**config.mk**
```make
export PLATFORM = sky130hd
export DESIGN_NAME = mem_ctrl_flat
export DESIGN_NICKNAME = d
export VERILOG_FILES = /design/src/rtl/mem_ctrl_if.sv /design/src/rtl/mem_ctrl.sv /design/src/flat_wrapper.sv
export SDC_FILE = /design/constraint.sdc
export NUM_CORES = 1
export LEC_CHECK = 0
export BUFFER_PORTS_ARGS = -buffer_cell sky130_fd_sc_hd__buf_4
export CAP_MARGIN = 20
export CORE_MARGIN = 2
export CORE_UTILIZATION = 48
export CTS_BUF_LIST = sky130_fd_sc_hd__clkbuf_8
export DETAILED_ROUTE_END_ITERATION = 10
export GPL_ROUTABILITY_DRIVEN = 0
export HOLD_SLACK_MARGIN = 0.03
export PLACE_DENSITY = 0.74
export SKIP_CTS_REPAIR_TIMING = 1
export SLEW_MARGIN = 20
export SYNTH_ARGS = -nofsm -noshare
export SYNTH_HDL_FRONTEND = slang
export SYNTH_SLANG_ARGS = --single-unit
export TNS_END_PERCENT = 100
```
**constraint.sdc**
```tcl
create_clock -name clk -period 3.9 [get_ports clk]
set_input_delay 0.585 -clock clk [delete_from_list [all_inputs] [get_ports clk]]
set_output_delay 0.585 -clock clk [all_outputs]
set_load 0.02 [all_outputs]
```
**src/rtl/mem_ctrl_if.sv**
```systemverilog
// Bus bundle for mem_ctrl: instruction-fetch port, load/store port, byte-wide
// RAM port and the busy flag. The slave modport is the controller side;
// the master modport is the requester/RAM side.
interface mem_ctrl_if #(
  parameter int MADDR_SZ = 32
);
  // fetch requester
  logic                if_req;
  logic [MADDR_SZ-1:0] if_addr;
  logic [31:0]         if_data;
  logic                if_ack;
  // load/store requester
  logic                ls_req;
  logic                ls_we;
  logic [1:0]          ls_size;
  logic [MADDR_SZ-1:0] ls_addr;
  logic [63:0]         ls_wdata;
  logic [63:0]         ls_rdata;
  logic                ls_ack;
  // byte-wide RAM
  logic [MADDR_SZ-1:0] ram_raddr;
  logic [MADDR_SZ-1:0] ram_waddr;
  logic [7:0]          ram_din;
  logic [7:0]          ram_dout;
  logic                ram_re;
  logic                ram_we;
  // status
  logic                busy;

  modport slave (
    input  if_req, if_addr, ls_req, ls_we, ls_size, ls_addr, ls_wdata, ram_dout,
    output if_data, if_ack, ls_rdata, ls_ack,
    output ram_raddr, ram_waddr, ram_din, ram_re, ram_we, busy
  );

  modport master (
    output if_req, if_addr, ls_req, ls_we, ls_size, ls_addr, ls_wdata, ram_dout,
    input  if_data, if_ack, ls_rdata, ls_ack,
    input  ram_raddr, ram_waddr, ram_din, ram_re, ram_we, busy
  );
endinterface

```
**src/rtl/mem_ctrl.sv**
```systemverilog
// mem_ctrl: serialises fetch and load/store requests onto a byte-wide RAM,
// one byte per ISSUE/CAPTURE pair, little-endian, one transaction at a time.
// Build option: define MEM_CTRL_RR_EN for round-robin arbitration between
// the two requesters; without it load/store has fixed priority over fetch.
module mem_ctrl #(
  parameter int MADDR_SZ = 32
) (
  input  logic      clk,
  input  logic      rst,
  mem_ctrl_if.slave bus
);

  typedef enum logic [1:0] {IDLE, ISSUE, CAPTURE, DONE} state_t;

  state_t              state_reg, state_next;
  logic                sel_ls_reg;    // 1 = current transaction belongs to LS
  logic                we_reg;
  logic [2:0]          last_reg;      // index of the final byte (N-1)
  logic [2:0]          cnt_reg;       // byte index i
  logic [MADDR_SZ-1:0] base_reg;
  logic [63:0]         wdata_reg;
  logic [63:0]         res_reg;       // read bytes gathered so far
  logic [63:0]         res_merged;    // res_reg with the current byte inserted
  logic [31:0]         if_data_reg;
  logic [63:0]         ls_rdata_reg;
  logic [2:0]          ls_last;
  logic                grant_ls, grant_if;
  logic                ram_re_c, ram_we_c, if_ack_c, ls_ack_c;
  logic [7:0]          wbyte [8];

  // little-endian byte lanes of the latched write data
  for (genvar gi = 0; gi < 8; gi++) begin : g_wbyte
    assign wbyte[gi] = wdata_reg[8*gi +: 8];
  end

  // number of bytes minus one for the requested load/store size
  always_comb begin
    ls_last = 3'd0;
    case (bus.ls_size)
      2'd0:    ls_last = 3'd0;
      2'd1:    ls_last = 3'd1;
      2'd2:    ls_last = 3'd3;
      default: ls_last = 3'd7;
    endcase
  end

`ifdef MEM_CTRL_RR_EN
  logic rr_last_ls_reg;  // 1 = LS won the previous grant, 0 = IF did

  // round-robin: a tie goes to whoever was not granted last
  always_comb begin
    grant_ls = 1'b0;
    grant_if = 1'b0;
    if (bus.ls_req && bus.if_req) begin
      grant_ls = !rr_last_ls_reg;
      grant_if = rr_last_ls_reg;
    end else begin
      grant_ls = bus.ls_req;
      grant_if = bus.if_req;
    end
  end

  // remember the last winner; reset leaves it on IF so the first tie goes to LS
  always_ff @(posedge clk) begin
    if (rst) begin
      rr_last_ls_reg <= 1'b0;
    end else if (state_reg == IDLE && (grant_ls || grant_if)) begin
      rr_last_ls_reg <= grant_ls;
    end
  end
`else
  // fixed priority: load/store beats fetch
  assign grant_ls = bus.ls_req;
  assign grant_if = bus.if_req && !bus.ls_req;
`endif

  // state register
  always_ff @(posedge clk) begin
    if (rst) state_reg <= IDLE;
    else     state_reg <= state_next;
  end

  // next-state and strobe/ack decode
  always_comb begin
    state_next = state_reg;
    ram_re_c   = 1'b0;
    ram_we_c   = 1'b0;
    if_ack_c   = 1'b0;
    ls_ack_c   = 1'b0;
    case (state_reg)
      IDLE: begin
        if (grant_ls || grant_if) state_next = ISSUE;
      end
      ISSUE: begin
        ram_re_c   = !we_reg;
        ram_we_c   = we_reg;
        state_next = CAPTURE;
      end
      CAPTURE: begin
        state_next = (cnt_reg == last_reg) ? DONE : ISSUE;
      end
      default: begin
        if_ack_c   = !sel_ls_reg;
        ls_ack_c   = sel_ls_reg;
        state_next = IDLE;
      end
    endcase
  end

  // insert the byte returned by the RAM into lane i
  always_comb begin
    res_merged = res_reg;
    res_merged[{cnt_reg, 3'b000} +: 8] = bus.ram_dout;
  end

  // transaction latch, byte counter and read-data assembly
  always_ff @(posedge clk) begin
    if (rst) begin
      sel_ls_reg   <= 1'b0;
      we_reg       <= 1'b0;
      last_reg     <= '0;
      cnt_reg      <= '0;
      base_reg     <= '0;
      wdata_reg    <= '0;
      res_reg      <= '0;
      if_data_reg  <= '0;
      ls_rdata_reg <= '0;
    end else begin
      case (state_reg)
        IDLE: begin
          if (grant_ls || grant_if) begin
            sel_ls_reg <= grant_ls;
            we_reg     <= grant_ls && bus.ls_we;
            last_reg   <= grant_ls ? ls_last : 3'd3;
            base_reg   <= grant_ls ? bus.ls_addr : bus.if_addr;
            wdata_reg  <= grant_ls ? bus.ls_wdata : '0;
            cnt_reg    <= '0;
            res_reg    <= '0;
          end
        end
        CAPTURE: begin
          if (!we_reg) res_reg <= res_merged;
          if (cnt_reg == last_reg) begin
            // publish only on a completed read so the outputs hold otherwise
            if (!we_reg) begin
              if (sel_ls_reg) ls_rdata_reg <= res_merged;
              else            if_data_reg  <= res_merged[31:0];
            end
          end else begin
            cnt_reg <= cnt_reg + 3'd1;
          end
        end
        default: ;
      endcase
    end
  end

  // address wraps naturally at the MADDR_SZ boundary
  assign bus.ram_raddr = base_reg + MADDR_SZ'(cnt_reg);
  assign bus.ram_waddr = base_reg + MADDR_SZ'(cnt_reg);
  assign bus.ram_din   = wbyte[cnt_reg];
  assign bus.ram_re    = ram_re_c;
  assign bus.ram_we    = ram_we_c;
  assign bus.if_ack    = if_ack_c;
  assign bus.ls_ack    = ls_ack_c;
  assign bus.if_data   = if_data_reg;
  assign bus.ls_rdata  = ls_rdata_reg;
  assign bus.busy      = (state_reg != IDLE);

endmodule

```
**src/flat_wrapper.sv**
```systemverilog
// flat-port wrapper written by rule: the top's interface ports become plain ports
module mem_ctrl_flat 
#(
  parameter int MADDR_SZ = 32
)
  (clk, rst, bus_if_req, bus_if_addr, bus_ls_req, bus_ls_we, bus_ls_size, bus_ls_addr, bus_ls_wdata, bus_ram_dout, bus_if_data, bus_if_ack, bus_ls_rdata, bus_ls_ack, bus_ram_raddr, bus_ram_waddr, bus_ram_din, bus_ram_re, bus_ram_we, bus_busy);
  mem_ctrl_if #(.MADDR_SZ(MADDR_SZ)) bus_i ();
  input  logic clk;
  input  logic rst;
  input wire logic [$bits(bus_i.if_req)-1:0] bus_if_req;
  input wire logic [$bits(bus_i.if_addr)-1:0] bus_if_addr;
  input wire logic [$bits(bus_i.ls_req)-1:0] bus_ls_req;
  input wire logic [$bits(bus_i.ls_we)-1:0] bus_ls_we;
  input wire logic [$bits(bus_i.ls_size)-1:0] bus_ls_size;
  input wire logic [$bits(bus_i.ls_addr)-1:0] bus_ls_addr;
  input wire logic [$bits(bus_i.ls_wdata)-1:0] bus_ls_wdata;
  input wire logic [$bits(bus_i.ram_dout)-1:0] bus_ram_dout;
  output wire logic [$bits(bus_i.if_data)-1:0] bus_if_data;
  output wire logic [$bits(bus_i.if_ack)-1:0] bus_if_ack;
  output wire logic [$bits(bus_i.ls_rdata)-1:0] bus_ls_rdata;
  output wire logic [$bits(bus_i.ls_ack)-1:0] bus_ls_ack;
  output wire logic [$bits(bus_i.ram_raddr)-1:0] bus_ram_raddr;
  output wire logic [$bits(bus_i.ram_waddr)-1:0] bus_ram_waddr;
  output wire logic [$bits(bus_i.ram_din)-1:0] bus_ram_din;
  output wire logic [$bits(bus_i.ram_re)-1:0] bus_ram_re;
  output wire logic [$bits(bus_i.ram_we)-1:0] bus_ram_we;
  output wire logic [$bits(bus_i.busy)-1:0] bus_busy;
  assign bus_i.if_req = bus_if_req;
  assign bus_i.if_addr = bus_if_addr;
  assign bus_i.ls_req = bus_ls_req;
  assign bus_i.ls_we = bus_ls_we;
  assign bus_i.ls_size = bus_ls_size;
  assign bus_i.ls_addr = bus_ls_addr;
  assign bus_i.ls_wdata = bus_ls_wdata;
  assign bus_i.ram_dout = bus_ram_dout;
  assign bus_if_data = bus_i.if_data;
  assign bus_if_ack = bus_i.if_ack;
  assign bus_ls_rdata = bus_i.ls_rdata;
  assign bus_ls_ack = bus_i.ls_ack;
  assign bus_ram_raddr = bus_i.ram_raddr;
  assign bus_ram_waddr = bus_i.ram_waddr;
  assign bus_ram_din = bus_i.ram_din;
  assign bus_ram_re = bus_i.ram_re;
  assign bus_ram_we = bus_i.ram_we;
  assign bus_busy = bus_i.busy;
  mem_ctrl #(.MADDR_SZ(MADDR_SZ)) u_core (.clk(clk), .rst(rst), .bus(bus_i));
endmodule
```
== Word-level counts from Yosys, hierarchy flattened ==
Index checks and enable logic that the tools add are counted.
Cells by class
  add/sub/neg operators: 3
  bitwise logic cells: 3
  reduce and logical (&&, ||, !) cells: 16
  equality and inequality tests: 8
  shift-type cells: 2
  mux-type cells: 21
  $lt $le $gt $ge: 1
Operator list (count)
  two-way mux 64 bit: 3
  one-hot mux 64 bit (2 select lines): 1
  bitwise mux 64 bit: 1
  variable shift 8 x 8 -> 64 bit (first input constant): 1
  variable part select 8 x 8 -> 64 bit: 1
  adder 32 x 3 -> 32 bit: 1
  two-way mux 32 bit: 1
  binary-select mux 8 bit (select 3 bit): 1
  two-way mux 8 bit: 2
  two-way mux 3 bit: 3
  one-hot mux 3 bit (3 select lines): 1
  negator 6 -> 8 bit: 1
  AND reduction 4 bit: 2
  one-hot mux 2 bit (3 select lines): 1
  one-hot mux 3 bit (2 select lines): 1
  AND reduction 3 bit: 2
  equality test 2 x 1 -> 1 bit (second input constant): 2
  equality test 2 bit (second input constant): 2
  greater-or-equal comparator 4 bit (second input constant): 1
  logical NOT 2 bit: 2
  two-way mux 1 bit: 4
  two-way mux 2 bit: 2
  != test 2 bit (second input constant): 2
  NOT 3 -> 4 bit: 1
  other kinds (10): 15
Storage, ports and cells
  word-level logic and storage cells: 64
  register bits after elaboration: 266
  bits of input ports: 143

== Depth between registers and ports, before layout ==
  word-level depth: 5
  depth in mapped cells: 12

== Worst setup path before layout ==
No wires, ideal clock.
  path type: reg-to-output
  from: reg u_core.cnt_reg[1]
  to: out bus_ram_waddr[28]
  arrival: 3.214 ns
  required time: 3.315 ns
  setup slack: 0.101 ns
  cell stages (with the launch flop): 10
  cell sequence: dfxtp_1 > buf_1 > clkbuf_1 > inv_1 > fa_1 > nand2b_1 > a2111oi_4 > nand4_1 > xnor2_1 > buf_4
On the way
  word-level cells in the longest chain between the ends: 1
RTL lines
  start: declaration: line mem_ctrl.sv:19  | logic [2:0] cnt_reg;
  start signal: assignment: line mem_ctrl.sv:150  | cnt_reg <= cnt_reg + 3'd1;
  adder 32 x 3 -> 32 bit
  end: declaration: line flat_wrapper.sv:23  | output wire logic [$bits(bus_i.ram_waddr)-1:0] bus_ram_waddr;
No other way between the ends.

== Worst setup path in the final report ==
  from: reg u_core.cnt_reg[1]
  to: out bus_ram_raddr[24]
On the way
  word-level cells in the longest chain between the ends: 1
RTL lines
  adder 32 x 3 -> 32 bit: line mem_ctrl.sv:159  | assign bus.ram_raddr = base_reg + MADDR_SZ'(cnt_reg);
  end: declaration: line flat_wrapper.sv:22  | output wire logic [$bits(bus_i.ram_raddr)-1:0] bus_ram_raddr;
No other way between the ends.

==> impl_results.md <==
* Clock network fraction of total power at 37.6%
* Comb power frac at 16.5%
* Worst-case reg-to-reg path depth at 6
* Final nets at roughly 1,700
* Commonest non-fill, non-tap cell in the layout: buf_4
* Critical R2R Capture: u_core.res_reg[12]
* Met3 wire len at 2570 µm
* Max-Cap Viols at 0
* Via count of the routed design at 10,800
* Worst-path cell chain: inv_1 > fa_1 > nand2b_1 > a2111oi_4 > nand4_1 > xnor2_1 > buf_4
* Sw Ratio at 28.6%
* Post-DRT Antenna Nets at 0
* Total global routing overflow at 0
* Syn Inst Count at 1,325
* Via density at roughly 5.6
* Clock transition at path regs at 0.06 ns
* Clock sink count at between 200 and 300
* Reg power frac at a little under half
* Met2 wire length at 16,300 µm
* RSZ-0062 raised after global routing: no
* Critical path class: reg -> out
* Most frequent cells in the layout: buf_4, dfxtp_1, a21oi_1, nor2_1, a211oi_1
* DIE WIDTH at approximately 160 µm
* Tot Pwr at about 0.0064 W
* Root Buffer: clkbuf_8
* WL per Instance at between 15 and 20 µm
* Final setup fails at 0
* First-pass GRT wire length at 54,200 µm
* Initial antenna violation count at 0
* CP Buf/Inv Count at 2
* Syn Area/Cell at slightly above 9 µm²
* WP data arrival at roughly 3.1 ns
* First-pass iteration count of the detailed router at 6
* Highest metal used: met4
* Critical Path Start Type: flop
* H-tree levels at 2
* IO Port Bufs at 315
* NetSw at between 0.0015 and 0.002 W
* Worst-Skew Late Latency at 0.56 ns
* Core Region at 24,900 µm²
* Critical-path top delay cell: a2111oi_4
* Final clock skew at 0.0411 ns
* Yosys reg bits at ~270
* Dominant cells by area after synthesis: dfxtp_1, mux2i_1, a21oi_1, a211oi_1, a22oi_1
* Total CTS buffers at 44
* Cell internal pwr at 0.00457 W
* Max Fclk at 273 MHz
* Final Hold Fails at 0
* Area fraction of the dominant cell type after synthesis at between 40% and 50%
* Hold path cells at 3
* Status: complete, no violations
* Worst hold endpoint: u_core.wdata_reg[47]
* Cell family with most CP delay: compound AO/OA/AOI/OAI gates
* Final wirelength at between 30,000 and 40,000 µm
* DIE HEIGHT at about 160 µm
* Cell Pwr Density at 422 nW/µm²
* RR Startpoint: u_core.cnt_reg[2]
* I/O pins at between 300 and 400
* Max stage delay on crit path at 0.68 ns
* GRT Total Usage at between 20% and 30%
* Sequential element share of the synthesized area at 44.1%
* Rows at 58
* Area Overhead vs Synth at 26.0%
* Library cells used by synthesis at 56
* Initial Util at 48.5%
* Slew @ Worst Pin at slightly below 0.8 ns
* Min Tclk post-route at 3.67 ns
* Leakage Power at 6.30 nW
* Cell Area, Synth at 12,100 µm²
* Fill count at 2,121
* N_diodes at 0
* DPL Wire Length at 23,500 µm
* WP data required at 3.31 ns
* Worst VDD drop at 0.000256 V
* Worst Setup End Kind: output pin
* Fin Setup TNS at 0 ns
* M1 WL at between 15,000 and 20,000 µm
* Max-slew violation count at 0
* Worst relative slew slack at 47.6%
* FF-to-FF setup slack at 0.77 ns
* # DRC at 0
* Hold Path Origin: bus_ls_wdata[47]
* Fin crit share at 94.0%
* Vias in the first global route at about 10,000
* Initial DRC count at a little over 1,000
* Crit path max fanout at 9
* Worst hold path class: in -> reg
* Largest area contributor in the netlist: dfxtp_1
* Syn_nets at 1,476
* Proportion of layout cells with a drive suffix above 1 at 28.7%
* Max clock buf depth at 3
* CTS tree: done
* Die Area at 26,400 µm²
* Largest net degree at the start of global routing at 164
* Ys Warns at 0
[per-stage QoR]
| stage | hold WS (ns) | utilization [%] | std cells | area, µm² | setup slack [ns] |
|---|---|---|---|---|---|
| after global routing | 0.256 | 61.0 | 1913 | 15200 | 0.0424 |
| after global placement | 0.450 | 57.5 | 1834 | 14300 | 0.789 |
| after detailed placement | 0.457 | 57.5 | 1834 | 14300 | 0.735 |
| after CTS | 0.245 | 61.0 | 1913 | 15200 | 0.140 |
| after floorplan | 0.444 | - | 1325 | 12100 | 0.101 |
| final | 0.265 | 61.0 | 1913 | 15200 | 0.234 |
[worst max-delay path by stage]
stage | from | end | cells after the start
CTS | u_core.cnt_reg[1] | bus_ram_raddr[24] | 7
detailed placement | u_core.cnt_reg[1] | bus_ram_raddr[24] | 7
global route | u_core.cnt_reg[1] | bus_ram_raddr[24] | 7
floorplan | u_core.cnt_reg[1] | bus_ram_waddr[28] | 9
global placement | u_core.cnt_reg[1] | bus_ram_raddr[24] | 7
finish | u_core.cnt_reg[1] | bus_ram_raddr[24] | 7
[cells in the mapped netlist, drive strengths merged]
master,n
fa,1
mux2i,72
nor3,23
clkbuf,85
a22oi,65
o21ba,1
or4,1
o31ai,1
o211a,3
nand3b,1
xnor2,24
buf,71
and4,3
nand2,89
or3b,1
a21boi,8
a31oi,1
nand2b,4
nand3,88
and4b,1
nor4bb,2
nor2b,3
a2111oi,2
o21a,9
a22o,16
ha,7
a32oi,1
a21oi,141
mux4,16
nor2,115
dfxtp,266
xor2,9
nor3b,1
inv,12
nor4,9
and2,5
nor4b,3
nand4,12
o22ai,1
and3,9
nand4b,2
mux2,24
o21ai,27
a211oi,90
[kinds of logic after synthesis]
logic type      count (synthesis)  share of synthesized area (%)
simple gates                  372                           14.7
compound gates                366                           19.9
flops                         266                           44.1
buf+inv                       168                           6.77
mux                           112                           11.2
xor+xnor                       33                           2.40
fa+ha+maj                       8                          0.892
[power groups by stage]
stage	clock [W]	combinational (W)	sequential, W
2_1_floorplan	0	0.000658	0.00298
3_3_place_gp	0	0.00104	0.00299
3_5_place_dp	0	0.00106	0.00299
4_1_cts	0.00246	0.00106	0.00293
5_1_grt	0.00260	0.00114	0.00295
6_report	0.00241	0.00106	0.00294
[per-layer routing]
metal | global-route usage, % | vias to the layer above
met5 | 0 | -
li1 | - | 5223
met4 | 7.08 | 0
met1 | 34.8 | 5104
met2 | 40.3 | 413
met3 | 5.45 | 57
[final cells by class]
type	instances	area, µm²	area share [%]
Inverter	12	45.0	0.296
Timing Repair Buffer	335	2570	16.9
Clock inverter	22	106	0.700
Multi-Input combinational cell	891	5950	39.2
Tap cell	330	413	2.72
Sequential cell	266	5330	35.1
Clock buffer	57	785	5.16
[worst register-to-register path: stages (launching register included)]
cell,delay [ns]
dfxtp_1,0.63
inv_1,0.34
ha_1,0.59
nand4b_1,0.65
nor2_1,0.63
nand2_1,0.11
a21oi_1,0.14
(Power assumes the default switching activity.)
